===== config.mk =====
export PLATFORM = sky130hd
export DESIGN_NAME = mem_port_arbiter
export DESIGN_NICKNAME = d
export VERILOG_FILES = /design/src/rtl/mem_arb_pkg.sv /design/src/rtl/lat_counter.sv /design/src/rtl/mem_port_arbiter.sv
export SDC_FILE = /design/constraint.sdc
export NUM_CORES = 1
export LEC_CHECK = 0
export BUFFER_PORTS_ARGS = -buffer_cell sky130_fd_sc_hd__buf_2
export CORE_UTILIZATION = 43
export DETAILED_ROUTE_END_ITERATION = 10
export PLACE_DENSITY = 0.74
export SETUP_SLACK_MARGIN = 0.05
export SYNTH_ARGS = -nofsm -noshare
export SYNTH_HDL_FRONTEND = slang
export SYNTH_SLANG_ARGS = --single-unit

===== constraint.sdc =====
create_clock -name clk -period 4.17 [get_ports clk]
set_input_delay 0.417 -clock clk [delete_from_list [all_inputs] [get_ports clk]]
set_output_delay 0.417 -clock clk [all_outputs]
set_load 0.02 [all_outputs]

===== src/rtl/mem_arb_pkg.sv =====
// Shared types for the unified-memory port arbiter: FSM state encoding and grant ids.
package mem_arb_pkg;

  typedef enum logic [1:0] {
    IDLE   = 2'd0,
    ACCESS = 2'd1,
    ACK    = 2'd2
  } arb_state_e;

  localparam logic GNT_IF = 1'b0;
  localparam logic GNT_DM = 1'b1;

endpackage


===== src/rtl/lat_counter.sv =====
// Fixed-latency access counter: restarts on a grant and raises done during the last access cycle.
module lat_counter #(
  parameter int unsigned MEM_LAT = 2
) (
  input  logic clk,
  input  logic rst,
  input  logic load_i,
  input  logic en_i,
  output logic done_o
);

  localparam int unsigned CNT_W = (MEM_LAT > 1) ? $clog2(MEM_LAT) : 1;
  localparam logic [CNT_W-1:0] LAST = CNT_W'(MEM_LAT - 1);

  logic [CNT_W-1:0] cnt_q, cnt_d;
  logic             done_q, done_d;

  // done is registered so it is high exactly while cnt_q == LAST
  always_comb begin
    cnt_d  = cnt_q;
    done_d = 1'b0;
    if (load_i) begin
      cnt_d  = '0;
      done_d = (LAST == '0);
    end else if (en_i && !done_q) begin
      cnt_d  = cnt_q + 1'b1;
      done_d = (cnt_d == LAST);
    end else if (en_i) begin
      cnt_d  = '0;
    end
  end

  always_ff @(posedge clk or posedge rst) begin
    if (rst) begin
      cnt_q  <= '0;
      done_q <= 1'b0;
    end else begin
      cnt_q  <= cnt_d;
      done_q <= done_d;
    end
  end

  assign done_o = done_q;

endmodule


===== src/rtl/mem_port_arbiter.sv =====
// Arbitrates the single memory port between fetch and data requesters, runs a
// fixed-latency access, captures read data and returns a one-cycle ack.
module mem_port_arbiter
  import mem_arb_pkg::*;
#(
  parameter int unsigned ADDR_W     = 32,
  parameter int unsigned DATA_W     = 32,
  parameter int unsigned MEM_LAT    = 2,
  parameter int unsigned STARVE_MAX = 4
) (
  input  logic              clk,
  input  logic              rst,
  input  logic              if_req,
  input  logic [ADDR_W-1:0] if_addr,
  output logic              if_ack,
  output logic [DATA_W-1:0] if_rdata,
  input  logic              dm_req,
  input  logic              dm_we,
  input  logic [ADDR_W-1:0] dm_addr,
  input  logic [DATA_W-1:0] dm_wdata,
  output logic              dm_ack,
  output logic [DATA_W-1:0] dm_rdata,
  output logic              mem_en,
  output logic              mem_we,
  output logic [ADDR_W-1:0] mem_addr,
  output logic [DATA_W-1:0] mem_wdata,
  input  logic [DATA_W-1:0] mem_rdata,
  output logic              busy
);

  localparam int unsigned STRK_W = $clog2(STARVE_MAX + 1);
  localparam logic [STRK_W-1:0] STRK_MAX = STRK_W'(STARVE_MAX);

  arb_state_e        state_q, state_d;
  logic              gnt_q, gnt_d;
  logic              we_q, we_d;
  logic [ADDR_W-1:0] addr_q, addr_d;
  logic [DATA_W-1:0] wdata_q, wdata_d;
  logic [DATA_W-1:0] if_rdata_q, if_rdata_d;
  logic [DATA_W-1:0] dm_rdata_q, dm_rdata_d;
  logic [STRK_W-1:0] streak_q, streak_d;
  logic              mem_en_q, mem_en_d;
  logic              mem_we_q, mem_we_d;
  logic              if_ack_q, if_ack_d;
  logic              dm_ack_q, dm_ack_d;
  logic              busy_q, busy_d;
  logic              grant_c;
  logic              if_wins_c;
  logic              lat_done;

  lat_counter #(
    .MEM_LAT (MEM_LAT)
  ) u_lat (
    .clk    (clk),
    .rst    (rst),
    .load_i (grant_c),
    .en_i   (state_q == ACCESS),
    .done_o (lat_done)
  );

  // IF only beats a pending DM request once DM has won STARVE_MAX times in a row
  assign if_wins_c = if_req && (!dm_req || (streak_q == STRK_MAX));

  always_comb begin
    state_d    = state_q;
    gnt_d      = gnt_q;
    we_d       = we_q;
    addr_d     = addr_q;
    wdata_d    = wdata_q;
    streak_d   = streak_q;
    if_rdata_d = if_rdata_q;
    dm_rdata_d = dm_rdata_q;
    grant_c    = 1'b0;

    unique case (state_q)
      IDLE: begin
        if (if_req || dm_req) begin
          grant_c = 1'b1;
          state_d = ACCESS;
          if (if_wins_c) begin
            gnt_d    = GNT_IF;
            we_d     = 1'b0;
            addr_d   = if_addr;
            wdata_d  = '0;
            streak_d = '0;
          end else begin
            gnt_d    = GNT_DM;
            we_d     = dm_we;
            addr_d   = dm_addr;
            wdata_d  = dm_wdata;
            if (!if_req) begin
              streak_d = '0;
            end else if (streak_q != STRK_MAX) begin
              streak_d = streak_q + 1'b1;
            end
          end
        end
      end
      ACCESS: begin
        if (lat_done) begin
          state_d = ACK;
          if (!we_q) begin
            if (gnt_q == GNT_IF) begin
              if_rdata_d = mem_rdata;
            end else begin
              dm_rdata_d = mem_rdata;
            end
          end
        end
      end
      ACK: begin
        state_d = IDLE;
      end
      default: begin
        state_d = IDLE;
      end
    endcase

    mem_en_d = (state_d == ACCESS);
    mem_we_d = (state_d == ACCESS) && we_d;
    if_ack_d = (state_d == ACK) && (gnt_d == GNT_IF);
    dm_ack_d = (state_d == ACK) && (gnt_d == GNT_DM);
    busy_d   = (state_d != IDLE);
  end

  always_ff @(posedge clk or posedge rst) begin
    if (rst) begin
      state_q    <= IDLE;
      gnt_q      <= GNT_IF;
      we_q       <= 1'b0;
      addr_q     <= '0;
      wdata_q    <= '0;
      if_rdata_q <= '0;
      dm_rdata_q <= '0;
      streak_q   <= '0;
      mem_en_q   <= 1'b0;
      mem_we_q   <= 1'b0;
      if_ack_q   <= 1'b0;
      dm_ack_q   <= 1'b0;
      busy_q     <= 1'b0;
    end else begin
      state_q    <= state_d;
      gnt_q      <= gnt_d;
      we_q       <= we_d;
      addr_q     <= addr_d;
      wdata_q    <= wdata_d;
      if_rdata_q <= if_rdata_d;
      dm_rdata_q <= dm_rdata_d;
      streak_q   <= streak_d;
      mem_en_q   <= mem_en_d;
      mem_we_q   <= mem_we_d;
      if_ack_q   <= if_ack_d;
      dm_ack_q   <= dm_ack_d;
      busy_q     <= busy_d;
    end
  end

  assign if_ack    = if_ack_q;
  assign if_rdata  = if_rdata_q;
  assign dm_ack    = dm_ack_q;
  assign dm_rdata  = dm_rdata_q;
  assign mem_en    = mem_en_q;
  assign mem_we    = mem_we_q;
  assign mem_addr  = addr_q;
  assign mem_wdata = wdata_q;
  assign busy      = busy_q;

endmodule


==> results of run 1 <==
[per-stage QoR]
stage	power, uW	std cells
after floorplan	4460	490
final	6950	926
after global placement	5350	894
after detailed placement	5460	894
after global routing	7360	926
after CTS	7010	926
[report_power, final]
part	switching [uW]	total [uW]	internal (uW)	leakage, uW
Combinational	1800	2990	1190	0.00191
Sequential	393	2440	2050	0.00172
Clock	588	1520	933	0.000279
Total	2780	6950	4180	0.00391
[tightest hold or removal path: cells and delay by family]
family   cells  cell delay (ns)
buf+inv      3             0.56
[path summary, 6_finish.rpt]
check,from,slack (ns),cells past startpoint,to
min in group clk,dm_wdata[10],0.24,3,mem_wdata[10]
max in group asynchronous,rst,3.46,3,streak_q[2]
worst max-delay path,streak_q[0],1.83,6,mem_addr[9]
worst min register to register,u_lat.cnt_q,0.46,1,u_lat.done_o
worst max register to register,streak_q[0],1.83,6,mem_addr[9]
worst min-delay path,rst,0.14,3,dm_rdata[23]
[sequential cells by signal, indices dropped and copies added (netlist names)]
| register | cells |
|---|---|
| mem_addr | 32 |
| busy | 1 |
| we_q | 1 |
| mem_en | 1 |
| mem_wdata | 32 |
| if_ack | 1 |
| dm_rdata | 32 |
| gnt_q | 1 |
| dm_ack | 1 |
| u_lat.cnt_q | 1 |
| state_q | 2 |
| u_lat.done_o | 1 |
| streak_q | 3 |
| mem_we | 1 |
| if_rdata | 32 |
[logic make-up after synthesis]
family / synth area share [%]
buf+inv: 4.29
flops: 58.1
compound gates: 12.5
mux: 13.8
fa+ha+maj: 0.409
simple gates: 11.0
[cells in the final DEF (no fill, tap or decap), drive strengths merged, types with 6 or more instances in the layout]
| cell type | synthesis | layout |
|---|---|---|
| nor2 | 7 | 7 |
| o211ai | 32 | 32 |
| mux2 | 64 | 64 |
| dfrtp | 142 | 142 |
| clkinvlp | 0 | 6 |
| nand4 | 32 | 32 |
| buf | 25 | 273 |
| inv | 5 | 7 |
| o21ai | 40 | 40 |
| nand3 | 67 | 67 |
| clkbuf | 24 | 21 |
| o2bb2ai | 33 | 33 |
[final cells by class]
type,count,share of cell area (%)
Timing Repair Buffer,273,17.2
Clock buffer,21,5.80
Tap cell,180,2.78
Inverter,5,0.278
Sequential cell,142,43.8
Clock inverter,11,1.59
Multi-Input combinational cell,294,28.5
[routing by layer]
| layer | global-route usage (%) | part of all wire, % | wire, um | up-vias |
|---|---|---|---|---|
| li1 | - | - | - | 2309 |
| met1 | 28.3 | 43 | 6880 | 2507 |
| met2 | 34.8 | 47 | 7570 | 265 |
| met3 | 6.86 | 7.8 | 1250 | 30 |
| met4 | 7.95 | 2.0 | 318 | 0 |
| met5 | 0 | 0 | 0 | - |
==> summary.md, run 1 <==
| Metric | Value |
|---|---|
| Clock buffer depth | `2` |
| Number of synthesized flops with an enable pin | `0` |
| Status | `finished clean` |
| Critical path, cell by cell | `inv_1, ha_1, a21boi_0, nor2_4, buf_4, o211ai_1` |
| Dpl ws | `1.54 ns` |
| Crit Path Class | `reg2reg` |
| Die area | `14,700 um2` |
| Chip Width | `121 um` |
| Slew Limit Fails | `0` |
| Root buffer cell | `clkbuf_16` |
| PwrDens | `857 nW/um2` |
| Post-CTS Setup Inserts | `0` |
| RSZ-0062 raised after global routing | `false` |
| Largest cells by area after synthesis | `dfrtp_1 (58%), mux2_4 (7.4%), mux2_2 (6.1%)` |
| Initial core utilization | `44.1%` |
| Crit path max-delay family | `simple AND/OR/NAND/NOR gates` |
| Final Cycle Share | `56.1%` |
| Synth cell count leaders | `dfrtp_1 (142), nand3_1 (67), o21ai_0 (39)` |
| Row Count | `43` |
| Cell Area, Placed | `7510 um2` |
| Htree depth | `4` |
| Syn_area_per_cell | `12.5 um2` |
| Total CTS buffers | `17` |
| Hold crit path type | `in2async` |
| I/O pin total | `266` |
| Initial antenna violation count | `0` |
| Fraction of registers with async set/reset | `100%` |
| Post-Synthesis Cells | `490` |
| Fin nets | `868` |
| Yosys top cell by area | `dfrtp_1` |
| Post_cts resized | `0` |
| Number of library cell types mapped by synthesis | `34` |
| Gpl congestion | `0.851` |
| Hold buffers post-CTS | `0` |
| Iter 0 DRT Violations | `260` |
| PortBufs | `265` |
| WP data arrival | `2.62 ns` |
| Post-Syn Nets | `625` |
| Final instance area | `8110 um2` |
| Clk Latency, worst-skew pair | `0.42 ns` |
| Hpwl dp | `10,800 um` |
| First drt pass iteration count | `5` |
| First-pass GRT wire length | `25,000 um` |
| Clk sinks | `142` |
| Total number of vias | `5,111` |
| Fmax | `427 MHz` |
| Worst Path Buf+Inv | `2` |
| Setup TNS | `0 ns` |
| Cell area after technology mapping | `6120 um2` |
| Clk_skew | `0.00669 ns` |
| Drt drc | `0` |
| Seq/Total Area, Yosys | `58.1%` |
| Final Hold Fails | `0` |
| Register Area | `3550 um2` |
| Layout cell share with drive strength beyond 1 | `50.7%` |
| Area occupied by multi-input gates | `2310 um2` |
| Worst EP required | `4.45 ns` |
| FILL cells | `1,139` |
| Worst hold slack | `0.139 ns` |
| Final WL | `16,000 um` |
| Top FF cell, synth | `dfrtp_1` |
| Min Tclk post-route | `2.34 ns` |
| Layout Area Growth over Synthesis | `32.6%` |
| CTS clk-pin slew, worst paths | `0.06 ns` |
| Core area | `13,900 um2` |
| Max Fanout on Critical Path | `45` |
| Slew @ Worst Pin | `1.10 ns` |
| Max rail drop VDD | `0.000397 V` |
| Vias per cell | `5.52` |
| CP Launch Type | `flip-flop` |
| Slowest cell on crit path | `nor2_4` |
| WL per Instance | `17.3 um` |
| Ant diodes | `0` |
| Yosys top cell area share | `58.1%` |
| Vias in the first global route | `4,920` |
| Pin count of the biggest net entering global routing | `100` |
| Relative slew slack | `26.6%` |
| Max stage delay on crit path | `0.84 ns` |
| PnR worst setup slack | `1.83 ns` |
| Routed Antenna Nets | `0` |
| # setup viols final | `0` |
| Leak | `0.00391 uW` |
| Grt ovf | `0` |
| Ys Warns | `0` |
| Synthesis-stage register bit count | `142` |
| All-Layer GR Usage | `22.0%` |
| Number of max-cap violations | `0` |
| CTS tree | `built` |
| Critical Path End Type | `flip-flop` |
| Die Height | `121 um` |
| Fin util | `58.4%` |
| Most frequent cell after synthesis | `dfrtp_1` |
Power figures use the tool's default switching activity.
==> run 2, diff against run 1 <==
--- a/config.mk
+++ b/config.mk
@@ -6,9 +6,9 @@
 export NUM_CORES = 1
 export LEC_CHECK = 0
 export BUFFER_PORTS_ARGS = -buffer_cell sky130_fd_sc_hd__buf_2
-export CORE_UTILIZATION = 43
+export CORE_UTILIZATION = 48
 export DETAILED_ROUTE_END_ITERATION = 10
-export PLACE_DENSITY = 0.74
+export PLACE_DENSITY = 0.79
 export SETUP_SLACK_MARGIN = 0.05
 export SYNTH_ARGS = -nofsm -noshare
 export SYNTH_HDL_FRONTEND = slang
==> constraint.sdc (replaced) <==
create_clock -name clk -period 2.38 [get_ports clk]
set_input_delay 0.238 -clock clk [delete_from_list [all_inputs] [get_ports clk]]
set_output_delay 0.238 -clock clk [all_outputs]
set_load 0.02 [all_outputs]
==> run 2 against run 1 <==
Effect of this change:
- clock-buffer cell count up 2
- core utilization up 9.1 points
- non-clock buffer count up 4
- critical path depth unchanged
- register-to-register slack worse by 1.4 ns
- wire length up 2.7%
- first-iteration DRC count up 63%
- final cell count down 0.76%
- sequential power up 75%
- design area up 1.7%
- highest routed layer unchanged
==> summary.md, run 2 (synthesis results as in run 1) <==
| Metric | Value |
|---|---|
| Die Height | `115 um (-5.3%)` |
| Vias in the first global route | `5,020 (+2.0%)` |
| Final instance area | `8250 um2 (+1.7%)` |
| Die area | `13,200 um2 (-10%)` |
| Sequential share of power | `33.7% (-1.4 points)` |
| Chip Width | `115 um (-5.3%)` |
| Post-CTS Setup Inserts | `0 (unchanged)` |
| Layout Area Growth over Synthesis | `34.8%` |
| Comb pwr share | `42.2% (-0.8 points)` |
| Grt ovf | `0 (unchanged)` |
| PnR worst setup slack | `0.413 ns (-1.42 ns)` |
| Slew Limit Fails | `0 (unchanged)` |
| First-pass GRT wire length | `25,500 um (+2.1%)` |
| Max Fanout on Critical Path | `28 (-38%)` |
| Initial antenna violation count | `0 (unchanged)` |
| CTS clk-pin slew, worst paths | `0.06 ns (about the same)` |
| I/O pin total | `266 (unchanged)` |
| NetSw | `4860 uW (+75%)` |
| Iter 0 DRT Violations | `424 (+63%)` |
| PwrDens | `1530 nW/um2 (+79%)` |
| Critical Path End Type | `flip-flop` |
| Layout cell share with drive strength beyond 1 | `50.6% (-0.071 points)` |
| Min Tclk post-route | `1.97 ns (-0.374 ns)` |
| Total number of vias | `5,197 (+1.7%)` |
| WL per Instance | `17.9 um (+3.5%)` |
| Final Hold Fails | `0 (unchanged)` |
| Fmax | `508 MHz (+19%)` |
| Power share of the clock group | `24.1% (+2.2 points)` |
| First drt pass iteration count | `5 (unchanged)` |
| Hpwl dp | `10,900 um (+0.84%)` |
| Total CTS buffers | `17 (unchanged)` |
| Most common cell after layout, fill and taps aside | `buf_2` |
| Worst EP required | `2.68 ns (-1.77 ns)` |
| Worst hold slack | `0.0604 ns (-0.0791 ns)` |
| Vias per cell | `5.66 (+2.5%)` |
| Dpl ws | `-0.0449 ns (-1.58 ns)` |
| WP data arrival | `2.26 ns (-0.36 ns)` |
| Clk_skew | `0.00618 ns (-0.000506 ns)` |
| CTS tree | `built` |
| FILL cells | `889 (-22%)` |
| Clk sinks | `142 (unchanged)` |
| Status | `finished clean` |
| Pin count of the biggest net entering global routing | `67 (-33%)` |
| Final Cycle Share | `82.7% (+27 points)` |
| Ant diodes | `0 (unchanged)` |
| Cell Area, Placed | `7550 um2 (+0.43%)` |
| Number of max-cap violations | `0 (unchanged)` |
| Most frequent cells in the layout | `buf_2 (265), dfrtp_1 (142), nand3_1 (67), o21ai_0 (39)` |
| Final WL | `16,500 um (+2.7%)` |
| # setup viols final | `0 (unchanged)` |
| Gpl congestion | `0.823 (-3.2%)` |
| Setup TNS | `0 ns (unchanged)` |
| All-Layer GR Usage | `25.3% (+3.2 points)` |
| Sw frac | `38.5% (-1.5 points)` |
| Leak | `0.00398 uW (+1.9%)` |
| Crit Path Class | `reg2reg` |
| RSZ-0062 raised after global routing | `false` |
| Relative slew slack | `51.7% (+25 points)` |
| PortBufs | `265 (unchanged)` |
| Routed Antenna Nets | `0 (unchanged)` |
| Drt drc | `0 (unchanged)` |
| Row Count | `40 (-7.0%)` |
| Root buffer cell | `clkbuf_16` |
| Initial core utilization | `50.1% (+6.0 points)` |
| Core area | `12,200 um2 (-12%)` |
| Internal | `7780 uW (+86%)` |
| CP Launch Type | `flip-flop` |
| Clock buffer depth | `2 (unchanged)` |
| Hold crit path type | `in2reg` |
| Slew @ Worst Pin | `0.722 ns (-0.378 ns)` |
| Clk Latency, worst-skew pair | `0.42 ns (about the same)` |
| Max rail drop VDD | `0.000754 V (+90%)` |
| Htree depth | `4 (unchanged)` |
| Fin nets | `873 (+0.58%)` |
-- run 2: changes by cell type in the layout (fill, tap and decap cells not counted), sizes merged --
cell	before	now
buf	273	276
bufinv	2	6
clkbuf	21	23
clkinv	1	0
clkinvlp	6	3
dlygate4sd3	0	1
inv	7	5
nor2	7	8
-- run 2: metal layers --
| metal | up-vias | track usage, % | routed length, um |
|---|---|---|---|
| li1 | 2329 | - | - |
| met1 | 2515 | 30.7 | 6470 |
| met2 | 319 | 41.8 | 8040 |
| met3 | 34 | 7.43 | 1520 |
| met4 | 0 | 11.3 | 425 |
| met5 | - | 0 | 0 |
-- run 2: layout make-up --
| type | instances | area, um2 | area share (%) |
|---|---|---|---|
| Clock buffer | 23 | 478 | 5.79 |
| Clock inverter | 9 | 204 | 2.47 |
| Inverter | 5 | 22.5 | 0.273 |
| Multi-Input combinational cell | 295 | 2320 | 28.2 |
| Sequential cell | 142 | 3550 | 43.1 |
| Tap cell | 168 | 210 | 2.55 |
| Timing Repair Buffer | 277 | 1460 | 17.7 |
-- run 2: worst max-delay path, cell delays in order (launching register included) --
cell	delay, ns
dfrtp_1	0.39
inv_1	0.08
ha_1	0.16
a21boi_1	0.19
nor2_4	0.62
buf_4	0.31
o2bb2ai_1	0.10
-- run 2: path summary, 6_finish.rpt --
check / start / end / slack [ns] / depth (start not counted)
setup / recovery: streak_q[1] / mem_wdata[9] / 0.41 / 6
hold / removal: dm_wdata[19] / mem_wdata[19] / 0.06 / 3
setup reg to reg: streak_q[1] / mem_wdata[9] / 0.41 / 6
hold reg to reg: u_lat.cnt_q / u_lat.done_o / 0.44 / 1
max in group asynchronous: rst / mem_addr[23] / 1.37 / 4
min in group asynchronous: rst / if_rdata[22] / 0.51 / 4
-- run 2: timing repair --
item                       in CTS  in global routing
pin swaps                       1                  0
setup endpoints to repair      12                 28
hold endpoints to repair      100                  0
cloned                          1                  0
resized for setup               0                  2
hold buffers                    1                  0
-- run 2: stage by stage --
step                util [%]  power, uW  instances
floorplan                  -       7820        490
global placement        61.8       9410        885
detailed placement      61.8       9610        885
CTS                     67.5      12700        919
global route            67.6      13300        919
finish                  67.6      12600        919
-- run 2: power by group through the flow --
stage | sequential [uW] | combinational (uW) | clock [uW]
2_1_floorplan | 5570 | 2250 | 0
3_3_place_gp | 4220 | 5200 | 0
3_5_place_dp | 4260 | 5350 | 0
4_1_cts | 4270 | 5380 | 3080
5_1_grt | 4400 | 5740 | 3200
6_report | 4270 | 5340 | 3040
==> run 3, diff against run 2 <==
--- a/config.mk
+++ b/config.mk
@@ -5,10 +5,11 @@
 export SDC_FILE = /design/constraint.sdc
 export NUM_CORES = 1
 export LEC_CHECK = 0
+export ABC_AREA = 1
 export BUFFER_PORTS_ARGS = -buffer_cell sky130_fd_sc_hd__buf_2
-export CORE_UTILIZATION = 48
+export CORE_UTILIZATION = 47
 export DETAILED_ROUTE_END_ITERATION = 10
-export PLACE_DENSITY = 0.79
+export PLACE_DENSITY = 0.78
 export SETUP_SLACK_MARGIN = 0.05
 export SYNTH_ARGS = -nofsm -noshare
 export SYNTH_HDL_FRONTEND = slang
==> constraint.sdc (replaced) <==
create_clock -name clk -period 1.95 [get_ports clk]
set_input_delay 0.195 -clock clk [delete_from_list [all_inputs] [get_ports clk]]
set_output_delay 0.195 -clock clk [all_outputs]
set_load 0.02 [all_outputs]
==> run 3 against run 2 <==
Effect of this change:
- sequential share of layout area increased by 0.085 points
- final cell count increased by 26%
- worst hold slack got worse by 0.048 ns
- register-to-register slack about the same
- sequential cell count unchanged
- critical path type unchanged
- power increased by 16%
==> summary.md, run 3 <==
| Metric | Value |
|---|---|
| Critical Path End Type | `flip-flop` |
| Hpwl dp | `10,600 um (-2.2%)` |
| Synthesis-stage register bit count | `142 (unchanged)` |
| # setup viols final | `0 (unchanged)` |
| Row Count | `40 (unchanged)` |
| Sw frac | `41.1% (+2.7 points)` |
| Syn_area_per_cell | `8.43 um2 (-32%)` |
| Dpl ws | `0.363 ns (+0.408 ns)` |
| Yosys top cell by area | `dfrtp_1` |
| Synth Area in Adders | `0.416% (+0.0074 points)` |
| Min Tclk post-route | `1.55 ns (-0.416 ns)` |
| PortBufs | `265 (unchanged)` |
| Number of max-cap violations | `0 (unchanged)` |
| Internal | `8680 uW (+11%)` |
| Htree depth | `4 (unchanged)` |
| Total number of vias | `5,527 (+6.3%)` |
| Iter 0 DRT Violations | `372 (-12%)` |
| First-pass GRT wire length | `25,300 um (-1.1%)` |
| Root buffer cell | `clkbuf_16` |
| Die Height | `115 um (+0.15%)` |
| Pin count of the biggest net entering global routing | `70 (+4.5%)` |
| Largest cells by area after synthesis | `dfrtp_1 (59%), nand2_1 (21%), nand3_1 (5.5%)` |
| All-Layer GR Usage | `24.6% (-0.60 points)` |
| Initial core utilization | `49.0% (-1.1 points)` |
| Status | `finished clean` |
| Total power | `14,700 uW (+16%)` |
| Chip Width | `115 um (+0.15%)` |
| Total CTS buffers | `17 (unchanged)` |
| Power share of the clock group | `24.4% (+0.3 points)` |
| Cell Area, Placed | `7490 um2 (-0.80%)` |
| Die area | `13,200 um2 (+0.31%)` |
| Ys Warns | `0 (unchanged)` |
| Crit Path Class | `reg2reg` |
| Final WL | `15,800 um (-4.2%)` |
| Ant diodes | `0 (unchanged)` |
| Drt drc | `0 (unchanged)` |
| Setup TNS | `0 ns (unchanged)` |
| Comb pwr share | `41.2% (-1.0 points)` |
| NetSw | `6060 uW (+25%)` |
| Post-Syn Nets | `848 (+36%)` |
| Fraction of registers with async set/reset | `100% (unchanged)` |
| Gpl congestion | `0.795 (-3.4%)` |
| Yosys top cell area share | `59.1% (+1.1 points)` |
| Clk Latency, worst-skew pair | `0.40 ns (-0.02 ns)` |
| Layout cell share with drive strength beyond 1 | `32.3% (-18 points)` |
| Max rail drop VDD | `0.00101 V (+34%)` |
| Slew Limit Fails | `0 (unchanged)` |
| PwrDens | `1790 nW/um2 (+17%)` |
| Post-synthesis mux area share | `0% (-14 points)` |
| Max Fanout on Critical Path | `65 (+130%)` |
| Most frequent cell after synthesis | `nand2_1` |
| Slew @ Worst Pin | `0.658 ns (-0.0641 ns)` |
| XOR/XNOR Fraction of Synth Area | `0.146% (+0.15 points)` |
| Cell area after technology mapping | `6010 um2 (-1.8%)` |
| Hold crit path type | `in2reg` |
| Number of library cell types mapped by synthesis | `20 (-41%)` |
| RSZ-0062 raised after global routing | `false` |
| Synth cell count leaders | `nand2_1 (335), dfrtp_1 (142), nand3_1 (66)` |
| Most frequent cells in the layout | `nand2_1 (334), buf_2 (265), dfrtp_1 (142), nand3_1 (66), o21ai_0 (46)` |
| Most common cell after layout, fill and taps aside | `nand2_1` |
| WL per Instance | `13.6 um (-24%)` |
| I/O pin total | `266 (unchanged)` |
| WP data arrival | `1.89 ns (-0.37 ns)` |
| Vias per cell | `4.78 (-15%)` |
| Grt ovf | `0 (unchanged)` |
| Final instance area | `8230 um2 (-0.20%)` |
| Layout Area Growth over Synthesis | `37.0%` |
| Clk_skew | `0.00506 ns (-0.00112 ns)` |
| CTS tree | `built` |
| Routed Antenna Nets | `0 (unchanged)` |
| First drt pass iteration count | `4 (-1)` |
| Largest family of logic cells by synthesized area | `simple AND/OR/NAND/NOR gates` |
| Vias in the first global route | `5,353 (+6.6%)` |
| Seq/Total Area, Yosys | `59.1% (+1.1 points)` |
| Sequential share of power | `34.4% (+0.7 points)` |
| Fin nets | `1,110 (+27%)` |
| Top FF cell, synth | `dfrtp_1` |
| Number of synthesized flops with an enable pin | `0 (unchanged)` |
| Worst EP required | `2.29 ns (-0.39 ns)` |
| Final Hold Fails | `0 (unchanged)` |
| PnR worst setup slack | `0.398 ns (-0.0144 ns)` |
| Core area | `12,300 um2 (+0.41%)` |
| CTS clk-pin slew, worst paths | `0.06 ns (about the same)` |
| FILL cells | `1,040 (+17%)` |
| Post-Synthesis Cells | `713 (+46%)` |
| Leak | `0.00476 uW (+19%)` |
| Final Cycle Share | `79.6% (-3.1 points)` |
| Worst hold slack | `0.0125 ns (-0.0480 ns)` |
| Complex-gate fraction of the synthesized area | `5.87% (-6.6 points)` |
| Relative slew slack | `56.1% (+4.4 points)` |
| Fmax | `645 MHz (+27%)` |
| Clock buffer depth | `2 (unchanged)` |
| Clk sinks | `142 (unchanged)` |
| Initial antenna violation count | `0 (unchanged)` |
| CP Launch Type | `flip-flop` |
| Simple logic cell fraction of the synthesized area | `28.0% (+17 points)` |
## run 3: cell types whose count changed after synthesis, sizes merged, moves of 9 or more
| cell | before | now |
|---|---|---|
| nand2 | 4 | 338 |
| mux2 | 64 | 0 |
| inv | 5 | 43 |
| o2bb2ai | 33 | 0 |
| nand4 | 32 | 0 |
| o211ai | 32 | 0 |
| o21ai | 40 | 67 |
| clkbuf | 24 | 9 |
| buf | 25 | 34 |
## run 3: layout make-up
cell class / count / area (um2) / share of cell area, %
repair buffers: 286 / 1570 / 19.0
well taps: 168 / 210 / 2.55
flip-flops and latches: 142 / 3550 / 43.2
clock inverters: 9 / 179 / 2.17
inverters: 43 / 165 / 2.01
clock buffers: 23 / 488 / 5.93
multi-input cells: 485 / 2070 / 25.2
## run 3: cell families (layout without fill, tap and decap cells)
| logic type | after synthesis | after routing |
|---|---|---|
| and+or+nand+nor | 412 | 412 |
| DFF | 142 | 142 |
| buffers and inverters | 86 | 361 |
| AOI/OAI and AO/OA | 70 | 70 |
| adders and majority gates | 2 | 2 |
| xor gates and xnor gates | 1 | 1 |
## run 3: critical path, cell delays in order, from the launching register on
cell and delay [ns]:
dfrtp_1 0.35, inv_1 0.04, nand2_1 0.16, nor2_8 0.05, inv_2 0.08, buf_4 0.52
nand2_1 0.13, nand2_1 0.11
## run 3: power groups by stage
stage / combinational (uW) / clock (uW) / sequential (uW)
3_3_place_gp: 5930 / 0 / 5050
3_5_place_dp: 6090 / 0 / 5070
4_1_cts: 6130 / 3650 / 5060
5_1_grt: 6680 / 3790 / 5230
6_report: 6070 / 3600 / 5070
2_1_floorplan: 2280 / 0 / 6700
## run 3: what timing repair did
item | in CTS | in global routing
hold buffers | 8 | 0
endpoints found under the hold margin | 23 | 0
setup buffers | 0 | 0
endpoints found under the setup margin | 0 | 0
resized for setup | 0 | 0
## run 3: path summary, 6_finish.rpt
path	depth (start not counted)	from	slack (ns)	to
min in group asynchronous	3	rst	0.37	dm_rdata[20]
min reg2reg	1	u_lat.cnt_q	0.44	u_lat.done_o
max in group asynchronous	4	rst	0.94	mem_addr[29]
max	7	state_q[0]	0.40	mem_addr[26]
min	3	dm_wdata[21]	0.01	mem_wdata[21]
max reg2reg	7	state_q[0]	0.40	mem_addr[26]
## run 3: per-stage QoR
stage / utilization (%) / std cells
6_report: 67.1 / 1156
5_1_grt: 67.1 / 1156
4_1_cts: 67.1 / 1156
3_5_place_dp: 61.1 / 1116
3_3_place_gp: 61.1 / 1116
2_1_floorplan: - / 713
## run 3: metal layers
layer  GRT usage, %  vias to the layer above  wire length (um)
met2           41.6                      195              7720
met5              0                        -                 0
met1           29.9                     2542              6610
met4           10.4                        0               482
met3           6.75                       34               944
li1               -                     2756                 -
